## config.mk

```make
export PLATFORM = sky130hd
export DESIGN_NAME = mesi_bus_controller
export DESIGN_NICKNAME = d
export VERILOG_FILES = /design/src/rtl/mesi_bus_controller.sv
export SDC_FILE = /design/constraint.sdc
export NUM_CORES = 1
export LEC_CHECK = 0
export ABC_AREA = 0
export CAP_MARGIN = 20
export CORE_MARGIN = 5
export CORE_UTILIZATION = 43
export CTS_CLUSTER_SIZE = 16
export DETAILED_ROUTE_END_ITERATION = 8
export PLACE_DENSITY = 0.74
export SLEW_MARGIN = 10
export SYNTH_ARGS = -nofsm -noshare
export SYNTH_HDL_FRONTEND = slang
export SYNTH_SLANG_ARGS = --single-unit
```

## constraint.sdc

```tcl
create_clock -name Clock -period 1.69 [get_ports Clock]
set_input_delay 0.4225 -clock Clock [delete_from_list [all_inputs] [get_ports Clock]]
set_output_delay 0.4225 -clock Clock [all_outputs]
set_load 0.02 [all_outputs]
```

## src/rtl/mesi_bus_controller.sv

```systemverilog
// MESI bus controller: turns miss/upgrade pulses from the MESI machine
// into snooping-bus transactions (arbitrate, write back, issue, wait).
//
// Ports:
//   Clock, ResetN            clock, async active-low reset
//   ReadMiss/WriteMiss/Invalid  one-cycle command pulses
//   WriteBack                dirty-victim qualifier, latched with the miss
//   ReqAddr/VictimAddr/WbData   miss address, victim address and data
//   BusGrant/BusShared/MemAck   arbiter grant, snoop response, mem done
//   BusReq/BusCmd/BusAddr/BusData  bus request and command outputs
//   NoShared                 ~SharedSeen, updated on every completion
//   Busy/Done/Error/ReqDropped  status pulses and levels
module mesi_bus_controller #(
  parameter int ADDR_WIDTH = 8,
  parameter int DATA_WIDTH = 8,
  parameter int TIMEOUT    = 15
) (
  input  logic                  Clock,
  input  logic                  ResetN,
  input  logic                  ReadMiss,
  input  logic                  WriteMiss,
  input  logic                  Invalid,
  input  logic                  WriteBack,
  input  logic [ADDR_WIDTH-1:0] ReqAddr,
  input  logic [ADDR_WIDTH-1:0] VictimAddr,
  input  logic [DATA_WIDTH-1:0] WbData,
  input  logic                  BusGrant,
  input  logic                  BusShared,
  input  logic                  MemAck,
  output logic                  BusReq,
  output logic [2:0]            BusCmd,
  output logic [ADDR_WIDTH-1:0] BusAddr,
  output logic [DATA_WIDTH-1:0] BusData,
  output logic                  NoShared,
  output logic                  Busy,
  output logic                  Done,
  output logic                  Error,
  output logic                  ReqDropped
);

  localparam int CW =
    (TIMEOUT < 3) ? 1 : $clog2(TIMEOUT);
  localparam logic [CW-1:0] CNT_LAST =
    CW'(TIMEOUT - 1);

  localparam logic [2:0] CMD_NONE = 3'b000;
  localparam logic [2:0] CMD_RD   = 3'b001;
  localparam logic [2:0] CMD_RDX  = 3'b010;
  localparam logic [2:0] CMD_UPGR = 3'b011;
  localparam logic [2:0] CMD_WB   = 3'b100;

  typedef enum logic [2:0] {
    S_IDLE,
    S_REQ,
    S_WB,
    S_ISSUE,
    S_WAIT,
    S_DONE
  } state_e;

  state_e                state_q, state_d;
  logic [CW-1:0]         cnt_q, cnt_d;
  logic [2:0]            cmd_q, cmd_d;
  logic                  wb_q;
  logic                  shared_q;
  logic [ADDR_WIDTH-1:0] req_q;
  logic [ADDR_WIDTH-1:0] vic_q;
  logic [DATA_WIDTH-1:0] dat_q;

  logic any_req;
  logic cap;
  logic tmo;
  logic shared_now;
  logic in_timed;

  always_comb begin
    any_req = ReadMiss | WriteMiss | Invalid;
    cap     = (state_q == S_IDLE) & any_req;
    state_d = state_q;
    tmo     = 1'b0;
    cnt_d   = '0;

    // WriteMiss wins, then ReadMiss, then Invalid
    if (WriteMiss)     cmd_d = CMD_RDX;
    else if (ReadMiss) cmd_d = CMD_RD;
    else               cmd_d = CMD_UPGR;

    unique case (state_q)
      S_IDLE: begin
        if (any_req) state_d = S_REQ;
      end
      S_REQ: begin
        if (BusGrant)
          state_d = wb_q ? S_WB : S_ISSUE;
      end
      S_WB: begin
        if (MemAck) begin
          state_d = S_ISSUE;
        end else if (cnt_q == CNT_LAST) begin
          state_d = S_IDLE;
          tmo     = 1'b1;
        end
      end
      S_ISSUE: begin
        state_d = (cmd_q == CMD_UPGR)
                ? S_DONE : S_WAIT;
      end
      S_WAIT: begin
        if (MemAck) begin
          state_d = S_DONE;
        end else if (cnt_q == CNT_LAST) begin
          state_d = S_IDLE;
          tmo     = 1'b1;
        end
      end
      S_DONE: begin
        state_d = S_IDLE;
      end
      default: begin
        state_d = S_IDLE;
      end
    endcase

    // counter restarts on every entry into WB or WAIT
    in_timed = (state_q == S_WB)
             | (state_q == S_WAIT);
    if (in_timed && state_d == state_q)
      cnt_d = cnt_q + 1'b1;

    shared_now = BusShared &
      ((state_q == S_ISSUE) |
       (state_q == S_WAIT));
  end

  always_ff @(posedge Clock or negedge ResetN) begin
    if (!ResetN) begin
      state_q    <= S_IDLE;
      cnt_q      <= '0;
      cmd_q      <= CMD_NONE;
      wb_q       <= 1'b0;
      shared_q   <= 1'b0;
      req_q      <= '0;
      vic_q      <= '0;
      dat_q      <= '0;
      BusReq     <= 1'b0;
      BusCmd     <= CMD_NONE;
      BusAddr    <= '0;
      BusData    <= '0;
      NoShared   <= 1'b0;
      Busy       <= 1'b0;
      Done       <= 1'b0;
      Error      <= 1'b0;
      ReqDropped <= 1'b0;
    end else begin
      state_q <= state_d;
      cnt_q   <= cnt_d;

      if (cap) begin
        cmd_q    <= cmd_d;
        wb_q     <= WriteBack;
        req_q    <= ReqAddr;
        vic_q    <= VictimAddr;
        dat_q    <= WbData;
        shared_q <= 1'b0;
      end else if (shared_now) begin
        shared_q <= 1'b1;
      end

      BusReq <= (state_d == S_REQ)
              | (state_d == S_WB)
              | (state_d == S_ISSUE)
              | (state_d == S_WAIT);

      unique case (state_d)
        S_WB: begin
          BusCmd  <= CMD_WB;
          BusAddr <= vic_q;
          BusData <= dat_q;
        end
        S_ISSUE: begin
          BusCmd  <= cmd_q;
          BusAddr <= req_q;
          BusData <= '0;
        end
        S_WAIT: begin
          BusCmd  <= CMD_NONE;
          BusAddr <= req_q;
          BusData <= '0;
        end
        default: begin
          BusCmd  <= CMD_NONE;
          BusAddr <= '0;
          BusData <= '0;
        end
      endcase

      Busy       <= (state_d != S_IDLE);
      Done       <= (state_d == S_DONE);
      Error      <= tmo;
      ReqDropped <= any_req &
                    (state_q != S_IDLE);

      // fold in the snoop seen on the completing edge
      if (state_d == S_DONE)
        NoShared <= ~(shared_q | shared_now);
    end
  end

endmodule

```

======== Word-level counts from Yosys, hierarchy flattened ========
Cells that the tools add are included.
storage, ports and cells
  register bits ........................... 61
  input bits .............................. 33
  output and inout port bits .............. 25
  logic and storage cells ................. 68
operators by class
  add/sub/neg operators ................... 1
  equality and inequality tests ........... 12
  mux-type cells .......................... 19
  bitwise gates (word level) .............. 12
  reductions and logical operators ........ 7
operators with widths
  kind                                                                    number
  3-bit 2-to-1 mux                                                        6
  8-bit case mux with 2 select lines                                      1
  3-bit by 2-bit equality test with 1-bit output (second input constant)  5
  3-bit case mux with 5 select lines                                      1
  3-bit equality test (second input constant)                             3
  8-bit 2-to-1 mux                                                        1
  1-bit bitwise OR                                                        8
  1-bit 2-to-1 mux                                                        7
  3-bit by 1-bit equality test with 1-bit output (second input constant)  2
  3-bit case mux with 2 select lines                                      1
  3-bit nonzero test                                                      2
  4-bit by 1-bit adder with 4-bit output (second input constant)          1
  4-bit equality test (second input constant)                             1
  4-bit 2-to-1 mux                                                        1
  2-bit OR reduction                                                      2
  1-bit bitwise AND                                                       3
  3-bit equality test                                                     1
  3-bit zero test                                                         1
  2-bit 2-to-1 mux                                                        1
  2-bit nonzero test                                                      1
  1-bit logical AND                                                       1
  1-bit inverter                                                          1

======== Longest topological paths before layout ========
  word-level depth ........................ 8
  mapped depth ............................ 8

======== Worst setup path after synthesis ========
No wires, ideal clock.
  path kind ............................... reg-to-reg
  from .................................... register state_q[1]
  to ...................................... register dat_q[7]
  setup time .............................. 0.125 ns
  arrival time ............................ 1.598 ns
  slack ................................... -0.033 ns
  stages on the path, launching flop included .. 7
  path buffers ............................ 3
  cells stage by stage .................... dfrtp_1 -> buf_6 -> nor3_1 -> and2_1 -> buf_4 -> buf_4 -> mux2_2
between the ends
  cells in the longest elaborated chain, start to end .. 2
ends and longest elaborated chain
  element                 line  text
  from (decl)             61    state_e state_q, state_d;
  from (signal assigned)  155   state_q <= state_d;
  3-bit zero test         78    cap = (state_q == S_IDLE) & any_req;
  1-bit bitwise AND       78
  to (signal assigned)    163   dat_q <= WbData;
  to (decl)               68    logic [DATA_WIDTH-1:0] dat_q;
No other way between the ends.
A chain may end at the register's enable or synchronous reset.

======== Worst setup path after layout ========
  from .................................... register state_q[1]
  to ...................................... register dat_q[5]
The elaborated chain is that of the path after synthesis.

==> impl_results.md <==
* # diodes at 0
* Max clock buf depth at 2
* Max Slew Vio Count at 0
* Vias in the first global route at around 1.6k
* Slew @ Worst Pin at 508.3 ps
* # setup viols final at 1
* Synth Net Count at 195
* Total track usage at 0.1425
* Number of synthesized flops with an enable pin at 0
* Seq/Total Area, Yosys at 0.6486
* Unrepaired setup endpoints after global routing: true
* Synth-to-Final Area Change at 43.95%
* # fillers at 411
* Pin count of the biggest net entering global routing at 43
* Setup TNS Final at -9.269 ps
* RePlAce Congestion at approximately 0.8
* Core ar. at about 5200 sq um
* Clk sinks at 60
* CTS Root Cell: clkbuf_8
* Initial Utilization at 0.4475
* Yosys top cell area share at 0.6486
* Worst reg-to-reg path cell count at 4
* Critical-path cell list: nor3_2 > and2_1 > buf_4 > mux2_2
* H-tree levels at 3
* Worst Setup Slack, final at -9.269 ps
* Reg2reg start: state_q[1]
* CTS hold repair buffers at 0
* Initial antenna violation count at 0
* Number of max-cap violations at 0
* Syn Area/Cell at ~14 sq um
* Hold WC Path Type: primary input to asynchronous set/reset pin
* Synth Register Bits at 60
* Synth area leaders: dfrtp_1 (65%), mux2_2 (13%), a22o_1 (3.0%), and2_1 (2.4%), buf_4 (1.3%)
* Crit path max-delay cell type: dfrtp_2
* Via-to-Cell Ratio at ~4.7
* CP max FO at 9
* Iter 0 DRT Violations at 60
* Min Tclk post-route at ~1700 ps
* Critical path launch point type: flip-flop
* Buffers added on ports at 57
* WS Path Type: flip-flop to flip-flop
* Yosys cell types at 33
* RR Endpoint: dat_q[5]
* Vias post-DR at around 1.5k
* Synthesized area at approximately 2300 sq um
* Die height at between 80 and 90 microns
* Tcrit/Tclk final at 1.005
* CP arrival at roughly 1900 ps
* Violated checks: setup timing
* HPWL Detailed at 3.335 mm
* Fraction of layout cells with a size suffix above 1 at 0.2996
* Post-Synthesis Cells at 160
* Status: finished, violations left
* Num CTS Buffers at 9
* First-pass GRT wire length at 7.838 mm
* Synth Flop Type: dfrtp_1
* Drt drc at 0
* Die width at roughly 83 microns
* Ys Warns at 0
* Final WL at ~4.6 mm
* Cell Rows at 26
* CP endpoint kind: flip-flop
* Die ar. at between 6000 and 7000 sq um
* Final ANT Viol Nets at 0
* Io pins at 58
* LEAKAGE at 1.733 nW
* Async SR Flop Fraction at 1.000
* Fmax at a little under 600 MHz
* Crit path launch: state_q[1]
* Slew margin rel. at 0.6611
* Pre-Repair DR Iteration Count at 4
* Clock tree from TritonCTS: done
* Clock slew at the register clock pins of the worst setup and hold paths at 60 ps
* Drt wl/cell at about 15 microns
* Layout Nets at roughly 280
* Power Dens Cells at between 1500 and 2000 nW/um^2
* Final count of hold timing violations at 0
* Max stage delay on crit path at 450 ps
* DP Worst Slack at -389.1 ps
* Setup slack, reg-to-reg at -9 ps
* Global route overflow at 0
* Worst Skew at about 6.6 ps
* Worst-Skew Late Latency at about 320 ps
* CP required at around 1900 ps
* Max IR drop VDD at 0.7622 mV
* Synth area leader: dfrtp_1
layout by cell type, fill, tap and decap left out, types with 2 or more instances in the layout:
cell	Yosys	final
buf_4	4	17
mux2_2	26	26
nand3b_1	4	4
clkdlybuf4s50_1	0	31
nand2_1	7	7
nor2_1	8	8
and3_1	2	2
a22o_1	8	8
dfrtp_2	0	3
dfrtp_1	60	57
buf_12	0	2
ha_1	2	2
clkbuf_8	0	11
dlygate4sd2_1	0	9
clkinv_2	0	2
a21oi_1	2	2
dlymetal6s2s_1	0	16
inv_1	4	4
and2_1	9	8
clkbuf_1	0	2
worst max-delay path by stage:
stage | to | slack, ps
detailed placement | BusAddr[5] | -390
global route | dat_q[5] | -100
CTS | BusData[1] | 0.2
floorplan | dat_q[7] | 30
global placement | BusAddr[4] | -360
finish | dat_q[5] | -9
sequential cells by signal, indices dropped and copies added, names as in the netlist, 2 cells and up:
register / flops
BusAddr: 8
cnt_q: 4
dat_q: 8
BusData: 8
cmd_q: 2
state_q: 3
req_q: 8
BusCmd: 3
vic_q: 8
worst max-delay path, delay by kind of cell, from the launching register on:
kind	cells	cell delay (ps)
multiplexers	1	350
flip-flops	1	450
buffers and inverters	1	200
AND/OR/NAND/NOR	2	580
power breakdown:
part	switching, mW	internal (mW)	leakage [nW]	total, mW
combinational	1.15	1.41	0.902	2.55
sequential	0.285	2.04	0.742	2.33
clock	0.501	0.600	0.0893	1.10
synthesized netlist by cell type (all sizes together) (2+ instances only):
master  instances
mux2           26
and2            9
nor3            2
dfrtp          60
nor2            9
a21oi           3
buf             5
ha              2
a22o            8
and3            2
xor2            2
nand2           8
nand3b          4
inv             4
or3             2
o21ai           2
and4b           2
layer usage:
metal / global-route usage / vias to the layer above / wire length [microns] / share of wire
met5: 0 / - / 0 / 0
met4: 0.05349 / 0 / 74 / 0.016
met3: 0.04851 / 8 / 300 / 0.065
met2: 0.2179 / 47 / 2175 / 0.47
met1: 0.1872 / 728 / 2066 / 0.45
li1: - / 720 / - / -
cell families (layout without fill, tap and decap cells):
group | count (synthesis) | count (layout) | synth area share
AOI/OAI and AO/OA | 16 | 16 | 0.06487
DFF | 60 | 60 | 0.6486
buffers and inverters | 9 | 96 | 0.02432
adders and majority gates | 2 | 2 | 0.01081
and+or+nand+nor | 44 | 44 | 0.1135
muxes | 26 | 26 | 0.1265
xor gates and xnor gates | 3 | 3 | 0.01135
timing repair:
action	4_1_cts	5_1_grt
cloned	0	0
pin swaps	4	8
resized for setup	12	21
buffers inserted	2	1
endpoints found under the setup margin	17	54
final cells by class:
type	count	area [sq um]	area share
sequential	60	1505	0.4517
multi-input combinational	91	782.0	0.2347
timing repair buffer	77	773.2	0.2321
clock buffer	13	158.9	0.04769
tap	70	87.58	0.02629
inverter	4	15.01	0.004506
clock inverter	2	10.01	0.003004
stage by stage:
| step | util | cell area (sq um) | std cells | power [mW] | hold WS (ps) |
|---|---|---|---|---|---|
| 5_1_grt | 0.6442 | 3332 | 317 | 6.403 | 64.67 |
| 4_1_cts | 0.6318 | 3268 | 316 | 6.027 | 52.57 |
| 6_report | 0.6442 | 3332 | 317 | 5.979 | 53.13 |
| 3_5_place_dp | 0.5963 | 3084 | 299 | 4.939 | 401.2 |
| 3_3_place_gp | 0.5963 | 3084 | 299 | 4.859 | 399.5 |
| 2_1_floorplan | - | 2320 | 160 | 3.887 | 126.9 |
Note: power is estimated with default switching activity, not from simulation.
